===== src/rtl/ibuf_sbuf_row_sched_pkg.sv =====
// Shared types for the row scheduler: frame FSM and sbuf slot encodings, default widths.
// No logic here; latency and backpressure live in the modules that import it.
package ibuf_sbuf_row_sched_pkg;

    localparam int LITEWIDTH_DEF  = 32;
    localparam int DEPTHWIDTH_DEF = 9;
    localparam int BEATWIDTH_DEF  = 20;
    localparam int ROWWIDTH_DEF   = 12;

    typedef enum logic [1:0] {
        IDLE = 2'd0,
        CFG  = 2'd1,
        RUN  = 2'd2,
        FIN  = 2'd3
    } top_state_e;

    typedef enum logic [1:0] {
        EMPTY = 2'd0,
        XFER  = 2'd1,
        READY = 2'd2
    } slot_state_e;

endpackage


===== src/rtl/ibuf_sbuf_row_sched_if.sv =====
// Scheduler-facing bundle: config, DMA row fetch, ibuf beats, ibuf->sbuf transfer, compute handoff.
// master = scheduler, slave = DMA / transfer engine / compute environment.
interface ibuf_sbuf_row_sched_if
    import ibuf_sbuf_row_sched_pkg::*;
#(
    parameter int LITEWIDTH  = LITEWIDTH_DEF,
    parameter int DEPTHWIDTH = DEPTHWIDTH_DEF,
    parameter int BEATWIDTH  = BEATWIDTH_DEF,
    parameter int ROWWIDTH   = ROWWIDTH_DEF
);
    logic                  I_ap_start;
    logic [LITEWIDTH-1:0]  I_iheight;
    logic [LITEWIDTH-1:0]  I_iwidth;
    logic [DEPTHWIDTH-1:0] I_ciGroup;
    logic                  O_rd_req;
    logic                  I_rd_ack;
    logic [ROWWIDTH-1:0]   O_rd_row;
    logic [BEATWIDTH-1:0]  O_rd_beats;
    logic                  O_wr_bank;
    logic                  I_feature_dv;
    logic                  O_trans_start;
    logic                  O_trans_bank;
    logic                  I_trans_done;
    logic                  O_f_rdy;
    logic [ROWWIDTH-1:0]   O_f_row;
    logic                  I_row_consumed;
    logic                  O_busy;
    logic                  O_done;
    logic                  O_err;

    modport master (
        input  I_ap_start, I_iheight, I_iwidth, I_ciGroup,
        input  I_rd_ack, I_feature_dv, I_trans_done, I_row_consumed,
        output O_rd_req, O_rd_row, O_rd_beats, O_wr_bank,
        output O_trans_start, O_trans_bank, O_f_rdy, O_f_row,
        output O_busy, O_done, O_err
    );

    modport slave (
        output I_ap_start, I_iheight, I_iwidth, I_ciGroup,
        output I_rd_ack, I_feature_dv, I_trans_done, I_row_consumed,
        input  O_rd_req, O_rd_row, O_rd_beats, O_wr_bank,
        input  O_trans_start, O_trans_bank, O_f_rdy, O_f_row,
        input  O_busy, O_done, O_err
    );

endinterface


===== src/rtl/ibuf_sbuf_row_sched_ibuf_bank_tracker.sv =====
// Ping-pong ibuf bookkeeping: full flags, fill/drain pointers, open-fetch beat counter.
// Flag updates land one cycle after the causing event; beats with no open fetch are flagged, not counted.
module ibuf_bank_tracker #(
    parameter int BEATWIDTH = 20
) (
    input  logic                 clk_i,
    input  logic                 rst_n_i,
    input  logic                 clear_i,
    input  logic [BEATWIDTH-1:0] beats_i,
    input  logic                 req_i,
    input  logic                 ack_i,
    input  logic                 beat_i,
    input  logic                 drain_done_i,
    output logic [1:0]           full_o,
    output logic                 fill_ptr_o,
    output logic                 drain_ptr_o,
    output logic                 open_o,
    output logic                 fetch_done_o,
    output logic                 stray_beat_o
);
    logic [1:0]           full_q, full_d;
    logic                 fill_q, fill_d;
    logic                 drain_q, drain_d;
    logic                 open_q, open_d;
    logic [BEATWIDTH-1:0] cnt_q, cnt_d;
    logic                 fetch_done;

    always_comb begin
        full_d     = full_q;
        fill_d     = fill_q;
        drain_d    = drain_q;
        open_d     = open_q;
        cnt_d      = cnt_q;
        fetch_done = open_q && beat_i && ((cnt_q + 1'b1) == beats_i);

        if (clear_i) begin
            full_d     = 2'b00;
            fill_d     = 1'b0;
            drain_d    = 1'b0;
            open_d     = 1'b0;
            cnt_d      = '0;
            fetch_done = 1'b0;
        end else begin
            if (req_i && ack_i) begin
                open_d = 1'b1;
                cnt_d  = '0;
            end
            // Fill and drain always target different banks, so both may update in one cycle.
            if (open_q && beat_i) begin
                if (fetch_done) begin
                    open_d         = 1'b0;
                    cnt_d          = '0;
                    full_d[fill_q] = 1'b1;
                    fill_d         = ~fill_q;
                end else begin
                    cnt_d = cnt_q + 1'b1;
                end
            end
            if (drain_done_i) begin
                full_d[drain_q] = 1'b0;
                drain_d         = ~drain_q;
            end
        end
    end

    always_ff @(posedge clk_i or negedge rst_n_i) begin
        if (!rst_n_i) begin
            full_q  <= 2'b00;
            fill_q  <= 1'b0;
            drain_q <= 1'b0;
            open_q  <= 1'b0;
            cnt_q   <= '0;
        end else begin
            full_q  <= full_d;
            fill_q  <= fill_d;
            drain_q <= drain_d;
            open_q  <= open_d;
            cnt_q   <= cnt_d;
        end
    end

    assign full_o       = full_q;
    assign fill_ptr_o   = fill_q;
    assign drain_ptr_o  = drain_q;
    assign open_o       = open_q;
    assign fetch_done_o = fetch_done;
    assign stray_beat_o = beat_i && !open_q;

endmodule


===== src/rtl/ibuf_sbuf_row_sched.sv =====
// Row scheduler AXI->ibuf->sbuf: one fetch per row into ping-pong ibuf, ibuf->sbuf transfer, compute handoff.
// First fetch request 2 cycles after ap_start edge; fetch stalls on full bank, transfer stalls while sbuf is READY.
module ibuf_sbuf_row_sched
    import ibuf_sbuf_row_sched_pkg::*;
#(
    parameter int LITEWIDTH  = LITEWIDTH_DEF,
    parameter int DEPTHWIDTH = DEPTHWIDTH_DEF,
    parameter int BEATWIDTH  = BEATWIDTH_DEF,
    parameter int ROWWIDTH   = ROWWIDTH_DEF
) (
    input  logic                 I_clk,
    input  logic                 I_rst_n,
    ibuf_sbuf_row_sched_if.master bus
);
    top_state_e            state_q, state_d;
    slot_state_e           slot_q, slot_d;
    logic                  ap_start_q;
    logic [LITEWIDTH-1:0]  iheight_q, iheight_d;
    logic [LITEWIDTH-1:0]  iwidth_q, iwidth_d;
    logic [DEPTHWIDTH-1:0] cig_q, cig_d;
    logic [BEATWIDTH-1:0]  beats_q, beats_d;
    logic [ROWWIDTH-1:0]   fetch_row_q, fetch_row_d;
    logic [ROWWIDTH-1:0]   sbuf_row_q, sbuf_row_d;
    logic [ROWWIDTH-1:0]   consumed_q, consumed_d;
    logic                  err_q, err_d;
    logic                  done_q, done_d;

    logic                  frame_go, rd_req, trans_start, xfer_done;
    logic [1:0]            full;
    logic                  fill_ptr, drain_ptr, fetch_open, fetch_done, stray_beat;

    ibuf_bank_tracker #(.BEATWIDTH(BEATWIDTH)) u_bank (
        .clk_i        (I_clk),
        .rst_n_i      (I_rst_n),
        .clear_i      (frame_go),
        .beats_i      (beats_q),
        .req_i        (rd_req),
        .ack_i        (bus.I_rd_ack),
        .beat_i       (bus.I_feature_dv),
        .drain_done_i (xfer_done),
        .full_o       (full),
        .fill_ptr_o   (fill_ptr),
        .drain_ptr_o  (drain_ptr),
        .open_o       (fetch_open),
        .fetch_done_o (fetch_done),
        .stray_beat_o (stray_beat)
    );

    always_comb begin
        frame_go    = (state_q == IDLE) && bus.I_ap_start && !ap_start_q;
        rd_req      = (state_q == RUN) && (LITEWIDTH'(fetch_row_q) < iheight_q)
                      && !full[fill_ptr] && !fetch_open;
        trans_start = (state_q == RUN) && (slot_q == EMPTY) && full[drain_ptr];
        xfer_done   = (slot_q == XFER) && bus.I_trans_done;

        state_d     = state_q;
        slot_d      = slot_q;
        iheight_d   = iheight_q;
        iwidth_d    = iwidth_q;
        cig_d       = cig_q;
        beats_d     = beats_q;
        fetch_row_d = fetch_row_q;
        sbuf_row_d  = sbuf_row_q;
        consumed_d  = consumed_q;
        err_d       = err_q;
        done_d      = (state_q == FIN);

        case (state_q)
            IDLE: begin
                if (frame_go) begin
                    state_d   = CFG;
                    iheight_d = bus.I_iheight;
                    iwidth_d  = bus.I_iwidth;
                    cig_d     = bus.I_ciGroup;
                end
            end
            CFG: begin
                // Low bits of the product are exact even though the multiply itself wraps.
                beats_d = BEATWIDTH'(iwidth_q * LITEWIDTH'(cig_q));
                state_d = ((iheight_q == '0) || (beats_d == '0)) ? FIN : RUN;
            end
            RUN: begin
                if (LITEWIDTH'(consumed_q) == iheight_q) state_d = FIN;
            end
            FIN:     state_d = IDLE;
            default: state_d = IDLE;
        endcase

        if (frame_go) begin
            slot_d      = EMPTY;
            fetch_row_d = '0;
            sbuf_row_d  = '0;
            consumed_d  = '0;
            err_d       = 1'b0;
        end else begin
            if (fetch_done) fetch_row_d = fetch_row_q + 1'b1;
            if (stray_beat) err_d = 1'b1;
            case (slot_q)
                EMPTY: if (trans_start) slot_d = XFER;
                XFER:  if (bus.I_trans_done) slot_d = READY;
                READY: begin
                    if (bus.I_row_consumed) begin
                        slot_d     = EMPTY;
                        sbuf_row_d = sbuf_row_q + 1'b1;
                        consumed_d = consumed_q + 1'b1;
                    end
                end
                default: slot_d = EMPTY;
            endcase
        end
    end

    always_ff @(posedge I_clk or negedge I_rst_n) begin
        if (!I_rst_n) begin
            state_q     <= IDLE;
            slot_q      <= EMPTY;
            ap_start_q  <= 1'b0;
            iheight_q   <= '0;
            iwidth_q    <= '0;
            cig_q       <= '0;
            beats_q     <= '0;
            fetch_row_q <= '0;
            sbuf_row_q  <= '0;
            consumed_q  <= '0;
            err_q       <= 1'b0;
            done_q      <= 1'b0;
        end else begin
            state_q     <= state_d;
            slot_q      <= slot_d;
            ap_start_q  <= bus.I_ap_start;
            iheight_q   <= iheight_d;
            iwidth_q    <= iwidth_d;
            cig_q       <= cig_d;
            beats_q     <= beats_d;
            fetch_row_q <= fetch_row_d;
            sbuf_row_q  <= sbuf_row_d;
            consumed_q  <= consumed_d;
            err_q       <= err_d;
            done_q      <= done_d;
        end
    end

    assign bus.O_rd_req      = rd_req;
    assign bus.O_rd_row      = fetch_row_q;
    assign bus.O_rd_beats    = beats_q;
    assign bus.O_wr_bank     = fill_ptr;
    assign bus.O_trans_start = trans_start;
    assign bus.O_trans_bank  = drain_ptr;
    assign bus.O_f_rdy       = (slot_q == READY);
    assign bus.O_f_row       = sbuf_row_q;
    assign bus.O_busy        = (state_q != IDLE);
    assign bus.O_done        = done_q;
    assign bus.O_err         = err_q;

endmodule


===== src/flat_wrapper.sv =====
// flat-port wrapper written by rule: the top's interface ports become plain ports
module ibuf_sbuf_row_sched_flat import ibuf_sbuf_row_sched_pkg::*;
#(
    parameter int LITEWIDTH  = LITEWIDTH_DEF,
    parameter int DEPTHWIDTH = DEPTHWIDTH_DEF,
    parameter int BEATWIDTH  = BEATWIDTH_DEF,
    parameter int ROWWIDTH   = ROWWIDTH_DEF
)
  (I_clk, I_rst_n, bus_I_ap_start, bus_I_iheight, bus_I_iwidth, bus_I_ciGroup, bus_I_rd_ack, bus_I_feature_dv, bus_I_trans_done, bus_I_row_consumed, bus_O_rd_req, bus_O_rd_row, bus_O_rd_beats, bus_O_wr_bank, bus_O_trans_start, bus_O_trans_bank, bus_O_f_rdy, bus_O_f_row, bus_O_busy, bus_O_done, bus_O_err);
  ibuf_sbuf_row_sched_if #(.LITEWIDTH(LITEWIDTH), .DEPTHWIDTH(DEPTHWIDTH), .BEATWIDTH(BEATWIDTH), .ROWWIDTH(ROWWIDTH)) bus_i ();
  input  logic I_clk;
  input  logic I_rst_n;
  input wire logic [$bits(bus_i.I_ap_start)-1:0] bus_I_ap_start;
  input wire logic [$bits(bus_i.I_iheight)-1:0] bus_I_iheight;
  input wire logic [$bits(bus_i.I_iwidth)-1:0] bus_I_iwidth;
  input wire logic [$bits(bus_i.I_ciGroup)-1:0] bus_I_ciGroup;
  input wire logic [$bits(bus_i.I_rd_ack)-1:0] bus_I_rd_ack;
  input wire logic [$bits(bus_i.I_feature_dv)-1:0] bus_I_feature_dv;
  input wire logic [$bits(bus_i.I_trans_done)-1:0] bus_I_trans_done;
  input wire logic [$bits(bus_i.I_row_consumed)-1:0] bus_I_row_consumed;
  output wire logic [$bits(bus_i.O_rd_req)-1:0] bus_O_rd_req;
  output wire logic [$bits(bus_i.O_rd_row)-1:0] bus_O_rd_row;
  output wire logic [$bits(bus_i.O_rd_beats)-1:0] bus_O_rd_beats;
  output wire logic [$bits(bus_i.O_wr_bank)-1:0] bus_O_wr_bank;
  output wire logic [$bits(bus_i.O_trans_start)-1:0] bus_O_trans_start;
  output wire logic [$bits(bus_i.O_trans_bank)-1:0] bus_O_trans_bank;
  output wire logic [$bits(bus_i.O_f_rdy)-1:0] bus_O_f_rdy;
  output wire logic [$bits(bus_i.O_f_row)-1:0] bus_O_f_row;
  output wire logic [$bits(bus_i.O_busy)-1:0] bus_O_busy;
  output wire logic [$bits(bus_i.O_done)-1:0] bus_O_done;
  output wire logic [$bits(bus_i.O_err)-1:0] bus_O_err;
  assign bus_i.I_ap_start = bus_I_ap_start;
  assign bus_i.I_iheight = bus_I_iheight;
  assign bus_i.I_iwidth = bus_I_iwidth;
  assign bus_i.I_ciGroup = bus_I_ciGroup;
  assign bus_i.I_rd_ack = bus_I_rd_ack;
  assign bus_i.I_feature_dv = bus_I_feature_dv;
  assign bus_i.I_trans_done = bus_I_trans_done;
  assign bus_i.I_row_consumed = bus_I_row_consumed;
  assign bus_O_rd_req = bus_i.O_rd_req;
  assign bus_O_rd_row = bus_i.O_rd_row;
  assign bus_O_rd_beats = bus_i.O_rd_beats;
  assign bus_O_wr_bank = bus_i.O_wr_bank;
  assign bus_O_trans_start = bus_i.O_trans_start;
  assign bus_O_trans_bank = bus_i.O_trans_bank;
  assign bus_O_f_rdy = bus_i.O_f_rdy;
  assign bus_O_f_row = bus_i.O_f_row;
  assign bus_O_busy = bus_i.O_busy;
  assign bus_O_done = bus_i.O_done;
  assign bus_O_err = bus_i.O_err;
  ibuf_sbuf_row_sched #(.LITEWIDTH(LITEWIDTH), .DEPTHWIDTH(DEPTHWIDTH), .BEATWIDTH(BEATWIDTH), .ROWWIDTH(ROWWIDTH)) u_core (.I_clk(I_clk), .I_rst_n(I_rst_n), .bus(bus_i));
endmodule

===== config.mk =====
export PLATFORM = sky130hd
export DESIGN_NAME = ibuf_sbuf_row_sched_flat
export DESIGN_NICKNAME = d
export VERILOG_FILES = /design/src/rtl/ibuf_sbuf_row_sched_pkg.sv /design/src/rtl/ibuf_sbuf_row_sched_if.sv /design/src/rtl/ibuf_sbuf_row_sched_ibuf_bank_tracker.sv /design/src/rtl/ibuf_sbuf_row_sched.sv /design/src/flat_wrapper.sv
export SDC_FILE = /design/constraint.sdc
export NUM_CORES = 1
export LEC_CHECK = 0
export ABC_CLOCK_PERIOD_IN_PS = 5650
export BUFFER_PORTS_ARGS = -buffer_cell sky130_fd_sc_hd__buf_2
export CAP_MARGIN = 0
export CELL_PAD_IN_SITES_DETAIL_PLACEMENT = 1
export CELL_PAD_IN_SITES_GLOBAL_PLACEMENT = 1
export CORE_MARGIN = 10
export CORE_UTILIZATION = 41
export DETAILED_ROUTE_END_ITERATION = 10
export GPL_TIMING_DRIVEN = 0
export PLACE_DENSITY = 0.85
export RECOVER_POWER = 25
export SETUP_SLACK_MARGIN = 0.05
export SYNTH_ARGS = -nofsm -noshare
export SYNTH_HDL_FRONTEND = slang
export SYNTH_SLANG_ARGS = --single-unit
export TNS_END_PERCENT = 30

===== constraint.sdc =====
create_clock -name I_clk -period 5.65 [get_ports I_clk]
set_clock_uncertainty 0.15 [all_clocks]
set_input_delay 0.8475 -clock I_clk [delete_from_list [all_inputs] [get_ports I_clk]]
set_output_delay 0.8475 -clock I_clk [all_outputs]
set_load 0.005 [all_outputs]

* Yosys cells after proc, flatten, opt, wreduce, memory -nomap -nowiden
Cells that the tools add are included.
Operators by class: mux-type cells 46, reduce and logical (&&, ||, !) cells 36, $lt $le $gt $ge 5, multipliers 1, bitwise operators 5, eq/ne operators 12, $add $sub $neg 4
Operators with widths (count):
- 12-bit two-way mux | 8
- 20-bit two-way mux | 4
- 12-bit by 1-bit adder with 12-bit output, second input constant | 3
- 12-bit by 32-bit == test with 1-bit output | 1
- 32-bit logical NOT | 1
- 12-bit by 32-bit < comparator with 1-bit output | 1
- 32-bit by 9-bit multiplier with 20-bit output | 1
- 2-bit two-way mux | 11
- 20-bit by 1-bit adder with 20-bit output, second input constant | 1
- 20-bit == test | 1
- 20-bit logical NOT | 1
- 1-bit two-way mux | 19
- 2-bit nonzero test | 8
- 1-bit logical AND | 14
- 3-bit by 2-bit inequality test with 1-bit output, second input constant | 3
- 2-bit case mux with 4 select lines | 1
- 2-bit AND reduction | 4
- 2-bit == test, second input constant | 3
- 2-bit case mux with 3 select lines | 1
- 2-bit by 1-bit == test with 1-bit output, second input constant | 2
- 2-bit logical NOT | 2
- 1-bit by 2-bit < comparator with 1-bit output, second input constant | 2
- 1-bit logical NOT | 3
- 3-bit AND reduction | 1
- 10 further kinds | 13
Storage, ports and cells: logic and storage cells 126, input port bits 80, register bits after elaboration 161, output and inout bits 52

* Longest topological paths before layout
Gate-level depths: netlist (run 1).
depth in word-level cells 11, gate-level depth with buffers 21, gate-level depth less buffers 19

* Hierarchy
A second synthesis (run 1) with hierarchy kept.
Unflattened totals: cells, all modules 1291, area total of the unflattened synthesis 11693.7 um^2
By module, submodules not included:
- ibuf_sbuf_row_sched | times used 1, sequential area each 3103.0 um^2, cells an instance 1037, area an instance 9587.9 um^2
- ibuf_bank_tracker | times used 1, sequential area each 625.6 um^2, cells an instance 254, area an instance 2105.8 um^2

* Least setup slack after synthesis (run 1)
No wires, ideal clock.
path kind reg2reg, start point register u_core.cig_q[2], end point register u_core.state_q[0], path buffers 2, slack 0.328 ns, clock period less this slack 5.322 ns, setup time 0.083 ns, arrival time 5.090 ns, stages on the path, launching flop included 20, path through dfrtp_1 clkbuf_1 buf_1 nand2_1 fa_1 inv_1 fa_1 inv_1 fa_1 fa_1 inv_1 ha_1 o21a_1 o31a_1 o221a_2 o211ai_1 a21boi_0 or3_1 a221o_1 o21ai_0
Between the ends: cells in the longest elaborated chain, start to end 5
RTL lines:
- start, declared | line ibuf_sbuf_row_sched.sv:20 | logic [DEPTHWIDTH-1:0] cig_q, cig_d;
- start signal, assigned | line ibuf_sbuf_row_sched.sv:133 | cig_q <= cig_d;
- 32-bit by 9-bit multiplier with 20-bit output | line ibuf_sbuf_row_sched.sv:79 | beats_d = BEATWIDTH'(iwidth_q * LITEWIDTH'(cig_q));
- 20-bit logical NOT | line ibuf_sbuf_row_sched.sv:80 | state_d = ((iheight_q == '0) || (beats_d == '0)) ? FIN : RUN;
- 1-bit logical OR | line ibuf_sbuf_row_sched.sv:80
- 1-bit two-way mux | line ibuf_sbuf_row_sched.sv:80
- 2-bit case mux with 4 select lines | line ibuf_sbuf_row_sched.sv:68 | case (state_q)
- end signal, assigned | line ibuf_sbuf_row_sched.sv:128 | state_q <= state_d;
- end, declared | line ibuf_sbuf_row_sched.sv:15 | top_state_e state_q, state_d;
No other way between the ends. A chain may end at the register's enable or synchronous reset.

* Final worst setup path (run 1)
start point register u_core.cig_q[1], end point register u_core.state_q[0]
The elaborated chain is that of the path after synthesis.

==> results of run 1 <==
[sequential cells by signal, summed over array words and instances, names as in the netlist]
register / cells
u_core.cig_q: 9
u_core.u_bank.full_o: 2
u_core.bus.O_done: 1
u_core.bus.O_rd_row: 12
u_core.iwidth_q: 20
u_core.slot_q: 2
u_core.bus.O_f_row: 12
u_core.u_bank.open_o: 1
u_core.consumed_q: 12
u_core.iheight_q: 32
u_core.state_q: 2
u_core.u_bank.fill_ptr_o: 1
u_core.u_bank.cnt_q: 20
u_core.ap_start_q: 1
u_core.bus.O_rd_beats: 20
u_core.u_bank.drain_ptr_o: 1
u_core.bus.O_err: 1
[final cells by class]
class | instances | area, sq um | share of cell area (%)
Inverter | 155 | 582 | 4.27
Timing Repair Buffer | 134 | 726 | 5.32
Multi-Input combinational cell | 956 | 7180 | 52.7
Buffer | 57 | 293 | 2.15
Tap cell | 378 | 473 | 3.47
Clock buffer | 18 | 429 | 3.15
Sequential cell | 149 | 3740 | 27.5
Clock inverter | 12 | 204 | 1.50
[layer usage]
layer | wire (um) | vias up
met5 | 0 | -
met4 | 1060 | 0
met3 | 1740 | 88
met2 | 18900 | 340
met1 | 15900 | 5185
li1 | - | 4583
[worst paths after layout]
kind                                                 to  slack (ps)  depth (start not counted)
worst min register to register         u_core.slot_q[0]         320                          1
worst min-delay path                   u_core.slot_q[0]         320                          1
worst max-delay path                  u_core.state_q[0]         330                         19
min in group asynchronous       u_core.bus.O_rd_row[11]        1250                          1
max in group asynchronous       u_core.u_bank.cnt_q[15]        2340                          1
worst max register to register        u_core.state_q[0]         330                         19
[cell usage after synthesis (all sizes together) (18+ instances only)]
| library cell | count | area [sq um] |
|---|---|---|
| nand2 | 286 | 1070 |
| inv | 155 | 582 |
| dfrtp | 149 | 3730 |
| fa | 95 | 1900 |
| and2 | 72 | 450 |
| xnor2 | 58 | 508 |
| ha | 48 | 601 |
| nor2 | 48 | 180 |
| clkbuf | 46 | 173 |
| o21ai | 36 | 180 |
| nand3 | 34 | 175 |
| a21oi | 29 | 145 |
| xor2 | 29 | 254 |
| buf | 23 | 108 |
| nand4 | 20 | 140 |
| and3 | 18 | 113 |
[per-stage QoR]
step           worst slack [ps]  hold slack [ps]  instances  utilization [%]  instance area [sq um]
2_1_floorplan               328              290       1329                -                  11800
3_3_place_gp               -349              304       1826             45.8                  12800
3_5_place_dp               -556              314       1827             45.9                  12900
4_1_cts                    56.9              226       1851             48.3                  13500
5_1_grt                    51.1              356       1859             48.7                  13600
6_report                    333              324       1859             48.7                  13600
[logic make-up after synthesis]
| kind of cell | synth area share [%] |
|---|---|
| and+or+nand+nor | 22.9 |
| adders and majority gates | 21.3 |
| buffers and inverters | 7.33 |
| muxes | 2.54 |
| DFF | 31.7 |
| xor gates and xnor gates | 6.48 |
| AOI/OAI and AO/OA | 7.80 |
[timing repair]
item | 4_1_cts | 5_1_grt
setup endpoints to repair | 6 | 2
resized for setup | 24 | 29
pin swaps | 0 | 2
buffers inserted | 1 | 13
==> metrics.txt, run 1 <==
run status=finished, violations left; failing checks=capacitance limit, slew limit; Buffers & Inverters on Critical Path=5; worst path cell trace=buf_4 > buf_6 > nand2_1 > fa_1 > inv_1 > fa_1 > ha_1 > inv_1 > fa_1 > inv_1 > ha_1 > nor2b_1 > o31a_1 > o221a_2 > o211ai_1 > a21boi_1 > or3_1 > a221o_1 > o21ai_1; Vias=10,200; clk root buf=clkbuf_16; # H-tree levels=4; most common cell after layout, fill and taps aside=nand2_1; post-synth cell types=62; Antenna diodes=0; DRC=0; initial antenna violation count=0; total gr overflow=0; Num CTS Buffers=17; Final setup viols=0; Setup crit start kind=flop; post-synthesis sequential area ratio=31.7%; row cnt=61; Max-Cap Viols=1; gr usage total=20.7%; drt initial violations=699; met3 GRT Util=2.87%; CP startpoint=u_core.cig_q[1]; area grow syn2layout=15.9%; Die W=189 um; routability cong.=0.922; die height=189 um; Nets=1,693; Crit path max-delay family=adder cells; GR peak layer=met2; Yosys reg bits=149; asr flop ratio synth=100%; final count of hold timing violations=0; unrepaired setup endpoints after global routing=no; synth warn=0; DR pass1 iterations=6; RR Startpoint=u_core.cig_q[1]; Fillers=3,362; Detail Route Antenna Nets=0; largest net degree at the start of global routing=99; CTS max path bufs=2; vias per inst=5.48; crit path kind=flop to flop; Final Cycle Share=94.1%; cell count after synthesis=1,329; met1 Track Usage GR=25.4%; CTS tree=yes; crit-path max FO=10; post-layout min period=5320 ps; Slew Viols, Final=52; Slew @ Worst Pin=3070 ps; WP data arrival=5520 ps; post-cts hold buffer count=0; DP HPWL=28,200 um; post-synth net total=1,552; Critical Path Sink Type=flop; Hold Crit Class=flop to flop; Core Region=28,000 sq um; vias in the first global route=11,300; required time of the critical path=5860 ps; first-pass GRT wire length=59,800 um; GRT met2 Usage=35.8%; commonest non-fill, non-tap cells in the layout=286 x nand2_1, 155 x inv_1, 136 x dfrtp_1; Post-synth EDFFs=0; Cell Area, Synth=11,800 sq um; Synth Area per Inst=8.85 sq um; Clk pin slew, worst setup/hold paths=70 ps; io pins=132; Avg WL per Cell=20.2 um; IO Port Bufs=119; clock sink count=149; setup_tns=0 ps; hold wc startpoint=u_core.slot_q[1]; latest clock arrival within the worst-skew pair=440 ps; Slowest cell on crit path=fa_1; slowest stage delay, CP=560 ps; Top FF cell, synth=dfrtp_1; die footprint=35,900 sq um; Total Wirelength=37,600 um; Slew HR=-105%; layout cells sized above 1=15.4%; Initial Utilization=42.0%; fmax=0.188 GHz
Power of run 1 is not shown: default switching activity piles up to over one toggle a cycle in this logic, so the estimate is an artifact.
==> run 2: changes to the inputs <==
--- a/config.mk
+++ b/config.mk
@@ -14,7 +14,7 @@
 export CORE_UTILIZATION = 41
 export DETAILED_ROUTE_END_ITERATION = 10
 export GPL_TIMING_DRIVEN = 0
-export PLACE_DENSITY = 0.85
+export PLACE_DENSITY_LB_ADDON = 0.1
 export RECOVER_POWER = 25
 export SETUP_SLACK_MARGIN = 0.05
 export SYNTH_ARGS = -nofsm -noshare
==> metrics.txt, run 2 (synthesis results as in run 1) <==
Slew @ Worst Pin=3100 ps (was 3070 ps); clock sink count=149 (unchanged); Final setup viols=0 (unchanged); worst-case reg-to-reg path depth=17 (was 19); layout cells sized above 1=15.6% (was 15.4%); # H-tree levels=4 (unchanged); Post-Layout Cell Count=1,859 (unchanged); post-layout min period=5340 ps (was 5320 ps); initial antenna violation count=0 (unchanged); Fillers=3,404 (was 3,362); routability cong.=0.868 (was 0.922); DP HPWL=26,800 um (was 28,200 um); drt initial violations=415 (was 699); Slew HR=-106% (was -105%); die height=189 um (unchanged); Total Wirelength=34,900 um (was 37,600 um); final count of hold timing violations=0 (unchanged); Setup crit start kind=flop (unchanged); Core Region=28,000 sq um (unchanged); most common cell after layout, fill and taps aside=nand2_1 (unchanged); crit-path max FO=10 (unchanged); CTS max path bufs=2 (unchanged); failing checks=capacitance limit, slew limit (unchanged); largest net degree at the start of global routing=98 (was 99); Clk pin slew, worst setup/hold paths=70 ps (about the same); placed insts=1,827 (unchanged); commonest non-fill, non-tap cells in the layout=286 x nand2_1, 155 x inv_1, 136 x dfrtp_1 (unchanged); Nets=1,692 (was 1,693); Slowest cell on crit path=fa_1 (unchanged); worst path cell trace=clkbuf_4 > and2_1 > fa_1 > fa_1 > inv_1 > fa_1 > fa_1 > inv_1 > ha_1 > o21a_1 > o31a_1 > o221a_2 > o211ai_1 > a21boi_0 > or3_1 > a221o_1 > o21ai_2 (was buf_4 > buf_6 > nand2_1 > fa_1 > inv_1 > fa_1 > ha_1 > inv_1 > fa_1 > inv_1 > ha_1 > nor2b_1 > o31a_1 > o221a_2 > o211ai_1 > a21boi_1 > or3_1 > a221o_1 > o21ai_1); run status=finished, violations left (unchanged); cell area after layout=13,500 sq um (was 13,600 sq um); Hold Crit Class=flop to flop (unchanged); Area after DPL=12,900 sq um (about the same); DRC=0 (unchanged); post-cts hold buffer count=0 (unchanged); Multi-input gate area=7190 sq um (was 7180 sq um); WP data arrival=5530 ps (was 5520 ps); fmax=0.187 GHz (was 0.188 GHz); Die W=189 um (unchanged); area grow syn2layout=15.2% (was 15.9%); required time of the critical path=5850 ps (was 5860 ps); clk root buf=clkbuf_16 (unchanged); slowest stage delay, CP=550 ps (was 560 ps); io pins=132 (unchanged); row cnt=61 (unchanged); Max-Cap Viols=1 (unchanged); CTS tree=yes (unchanged); Antenna diodes=0 (unchanged); vias in the first global route=10,500 (was 11,300); Detail Route Antenna Nets=0 (unchanged); DR pass1 iterations=6 (unchanged); hold slack=329 ps (was 324 ps); Avg WL per Cell=18.8 um (was 20.2 um); vias per inst=5.19 (was 5.48); Initial Utilization=42.0% (unchanged); IO Port Bufs=119 (unchanged); register area=3740 sq um (unchanged); Slew Viols, Final=54 (was 52); latest clock arrival within the worst-skew pair=440 ps (about the same); first-pass GRT wire length=56,800 um (was 59,800 um); crit path kind=flop to flop (unchanged); max reg flops=32 (unchanged); Reg with most FFs=u_core.iheight_q (unchanged); hold path depth=2 (was 1); gr usage total=19.6% (was 20.7%); Num CTS Buffers=17 (unchanged); most frequent CP cell=fa_1; Critical Path Sink Type=flop (unchanged); Final Cycle Share=94.4% (was 94.1%); die footprint=35,900 sq um (unchanged); Vias=9,648 (was 10,200); total gr overflow=0 (unchanged); unrepaired setup endpoints after global routing=no (unchanged)
-- run 2: cell types whose count changed in the layout (fill, tap and decap cells not counted), sizes merged --
| cell | previous run | this run |
|---|---|---|
| clkbuf | 47 | 50 |
| clkinvlp | 0 | 4 |
| clkinv | 6 | 2 |
| inv | 156 | 162 |
| buf | 162 | 157 |
| bufinv | 5 | 1 |
-- run 2: critical path: cells and delay by family (launching register included) --
| kind | cells | cell delay [ps] |
|---|---|---|
| flops | 1 | 430 |
| fa+ha+maj | 5 | 2340 |
| compound gates | 7 | 1530 |
| buf+inv | 3 | 290 |
| simple gates | 2 | 510 |
-- run 2: path summary, 6_finish.rpt --
check,start,end,slack (ps)
min reg2reg,u_core.iheight_q[20],u_core.iheight_q[20],330
max,u_core.cig_q[4],u_core.state_q[0],310
min,u_core.iheight_q[20],u_core.iheight_q[20],330
max in group asynchronous,I_rst_n,u_core.cig_q[1],1100
min in group asynchronous,I_rst_n,u_core.u_bank.cnt_q[12],1280
max reg2reg,u_core.cig_q[4],u_core.state_q[0],310
-- run 2: through the flow --
step                      setup TNS (ps)  util [%]  worst slack [ps]
after floorplan                        0         -               328
after global placement             -1560      45.8              -522
after detailed placement           -1900      45.9              -661
after CTS                              0      48.1              51.3
after global routing                   0      48.4              58.7
final                                  0      48.4               315
-- run 2: timing repair --
item                                    CTS  global route
pin swaps                                 0             2
endpoints found under the setup margin    6             2
setup buffers                             2            12
resized for setup                        27            19
-- run 2: metal layers --
layer | part of all wire, % | GRT usage (%) | vias to the layer above
met5 | 0 | 0 | -
met2 | 48 | 32.8 | 176
met3 | 3.4 | 2.96 | 31
li1 | - | - | 4590
met4 | 1.1 | 4.49 | 0
met1 | 47 | 26.2 | 4851
-- run 2: area by class of cell --
class	instances	area share [%]
Sequential cell	149	27.6
Inverter	155	4.29
Tap cell	378	3.49
Clock inverter	14	1.03
Buffer	56	2.11
Clock buffer	17	3.14
Timing Repair Buffer	134	5.21
Multi-Input combinational cell	956	53.1
Power of run 2 is left out for the same reason.
==> run 3: changes to the inputs <==
--- a/config.mk
+++ b/config.mk
@@ -14,6 +14,7 @@
 export CORE_UTILIZATION = 41
 export DETAILED_ROUTE_END_ITERATION = 10
 export GPL_TIMING_DRIVEN = 0
+export MAX_ROUTING_LAYER = met4
 export PLACE_DENSITY_LB_ADDON = 0.1
 export RECOVER_POWER = 25
 export SETUP_SLACK_MARGIN = 0.05
==> constraint.sdc (replaced) <==
create_clock -name I_clk -period 5.65 [get_ports I_clk]
set_clock_uncertainty 0.15 [all_clocks]
set_input_delay 0.8475 -clock I_clk [delete_from_list [all_inputs] [get_ports I_clk]]
set_output_delay 0.8475 -clock I_clk [all_outputs]
set_load 0.1 [all_outputs]
==> metrics.txt, run 3 (synthesis results as in run 1) <==
run status=finished, violations left (unchanged); failing checks=capacitance limit, slew limit (unchanged); Core Region=28,000 sq um (unchanged); IO Port Bufs=119 (unchanged); DRC=0 (unchanged); setup_tns=0 ps (unchanged); Slew @ Worst Pin=3100 ps (about the same); Setup crit start kind=flop (unchanged); routability cong.=0.882 (was 0.868); internal reg-to-reg setup slack=320 ps (was 310 ps); CTS tree=yes (unchanged); Critical Path Sink Type=flop (unchanged); Final setup viols=0 (unchanged); Fillers=3,410 (was 3,404); latest clock arrival within the worst-skew pair=440 ps (about the same); Num CTS Buffers=17 (unchanged); commonest non-fill, non-tap cells in the layout=286 x nand2_1, 155 x inv_1, 136 x dfrtp_1 (unchanged); setup ws final=319 ps (was 315 ps); Multi-input gate area=7190 sq um (unchanged); drt initial violations=339 (was 415); vias in the first global route=10,400 (was 10,500); crit path kind=flop to flop (unchanged); RR Startpoint=u_core.cig_q[4] (unchanged); Hold Crit Class=flop to flop (unchanged); worst-case reg-to-reg path depth=16 (was 17); max reg flops=32 (unchanged); die footprint=35,900 sq um (unchanged); Hold EP=u_core.iheight_q[20] (unchanged); required time of the critical path=5850 ps (about the same); # H-tree levels=4 (unchanged); Avg WL per Cell=18.8 um (about the same); final count of hold timing violations=0 (unchanged); hold slack=327 ps (was 329 ps); Reg with most FFs=u_core.iheight_q (unchanged); Initial Utilization=42.0% (unchanged); hold path depth=2 (unchanged); Clk pin slew, worst setup/hold paths=70 ps (about the same); die height=189 um (unchanged); Die W=189 um (unchanged); area grow syn2layout=15.1% (was 15.2%); WP data arrival=5530 ps (about the same); clock sink count=149 (unchanged); Vias=9,647 (was 9,648); unrepaired setup endpoints after global routing=no (unchanged); gr usage total=20.2% (was 19.6%); Final Cycle Share=94.4% (about the same); Detail Route Antenna Nets=0 (unchanged); post-layout min period=5330 ps (was 5340 ps); crit-path max FO=10 (unchanged); DP HPWL=26,800 um (unchanged); Slew Viols, Final=54 (unchanged); DR pass1 iterations=4 (was 6); register area=3740 sq um (unchanged); Total Wirelength=34,800 um (was 34,900 um); Nets=1,690 (was 1,692); layout cells sized above 1=15.5% (was 15.6%); io pins=132 (unchanged); most common cell after layout, fill and taps aside=nand2_1 (unchanged); first-pass GRT wire length=56,800 um (about the same); CTS max path bufs=2 (unchanged); Antenna diodes=0 (unchanged); Max-Cap Viols=1 (unchanged); clk root buf=clkbuf_16 (unchanged); vias per inst=5.19 (about the same); row cnt=61 (unchanged); fmax=0.188 GHz (was 0.187 GHz); total gr overflow=0 (unchanged); post-cts hold buffer count=0 (unchanged); Slew HR=-107% (was -106%); Setup Slack @ Placement=-661 ps (unchanged); reg-to-reg critical path endpoint=u_core.state_q[0] (unchanged); initial antenna violation count=0 (unchanged); hold wc startpoint=u_core.iheight_q[20] (unchanged); largest net degree at the start of global routing=98 (unchanged)
run 3: changes by cell type in the layout (fill, tap and decap cells not counted):
cell / change
buf_12: +1
buf_4: -3
run 3: worst max-delay path by stage:
stage / from / end / slack, ps
after global routing: u_core.cig_q[4] / u_core.state_q[0] / 60
after CTS: u_core.cig_q[0] / u_core.state_q[0] / 50
after detailed placement: u_core.cig_q[2] / u_core.state_q[0] / -660
after global placement: u_core.cig_q[2] / u_core.state_q[0] / -520
after floorplan: u_core.u_bank.drain_ptr_o / bus_O_trans_start / 300
final: u_core.cig_q[4] / u_core.state_q[0] / 320
run 3: final cells by class:
class	instances	share of cell area [%]
buffer	56	2.12
clock buffer	17	3.14
sequential	149	27.6
multi-input combinational	956	53.1
inverter	155	4.30
timing repair buffer	132	5.19
clock inverter	14	1.03
tap	378	3.49
run 3: repair_timing:
action	in CTS	in global routing
pin swaps	0	2
buffers inserted	2	10
resized for setup	27	19
setup endpoints to repair	6	2
run 3: worst max-delay path: stages, from the launching register on:
cell	delay [ps]
dfrtp_2	420
clkbuf_4	210
and2_1	170
fa_1	530
fa_1	440
fa_1	540
inv_1	50
fa_1	520
inv_1	40
ha_1	250
or3_1	420
o221a_2	270
o211ai_1	200
a21boi_0	140
or3_1	340
a221o_1	420
o21ai_2	140
run 3: per-layer routing:
layer  wire length, um  part of all wire [%]  up-vias  GRT usage (%)
li1                  -                     -     4583              -
met1             16800                    48     4882           26.5
met2             16800                    48      152           32.7
met3               857                   2.5       30           2.55
met4               359                   1.0        0           4.40
met5                 0                     0        -              -
run 3: metrics by stage:
stage	cells	util [%]	cell area, sq um
after floorplan	1329	-	11800
after global placement	1826	45.8	12800
after detailed placement	1827	45.9	12900
after CTS	1850	48.1	13500
after global routing	1857	48.4	13500
final	1857	48.4	13500
Power of run 3 is left out for the same reason.
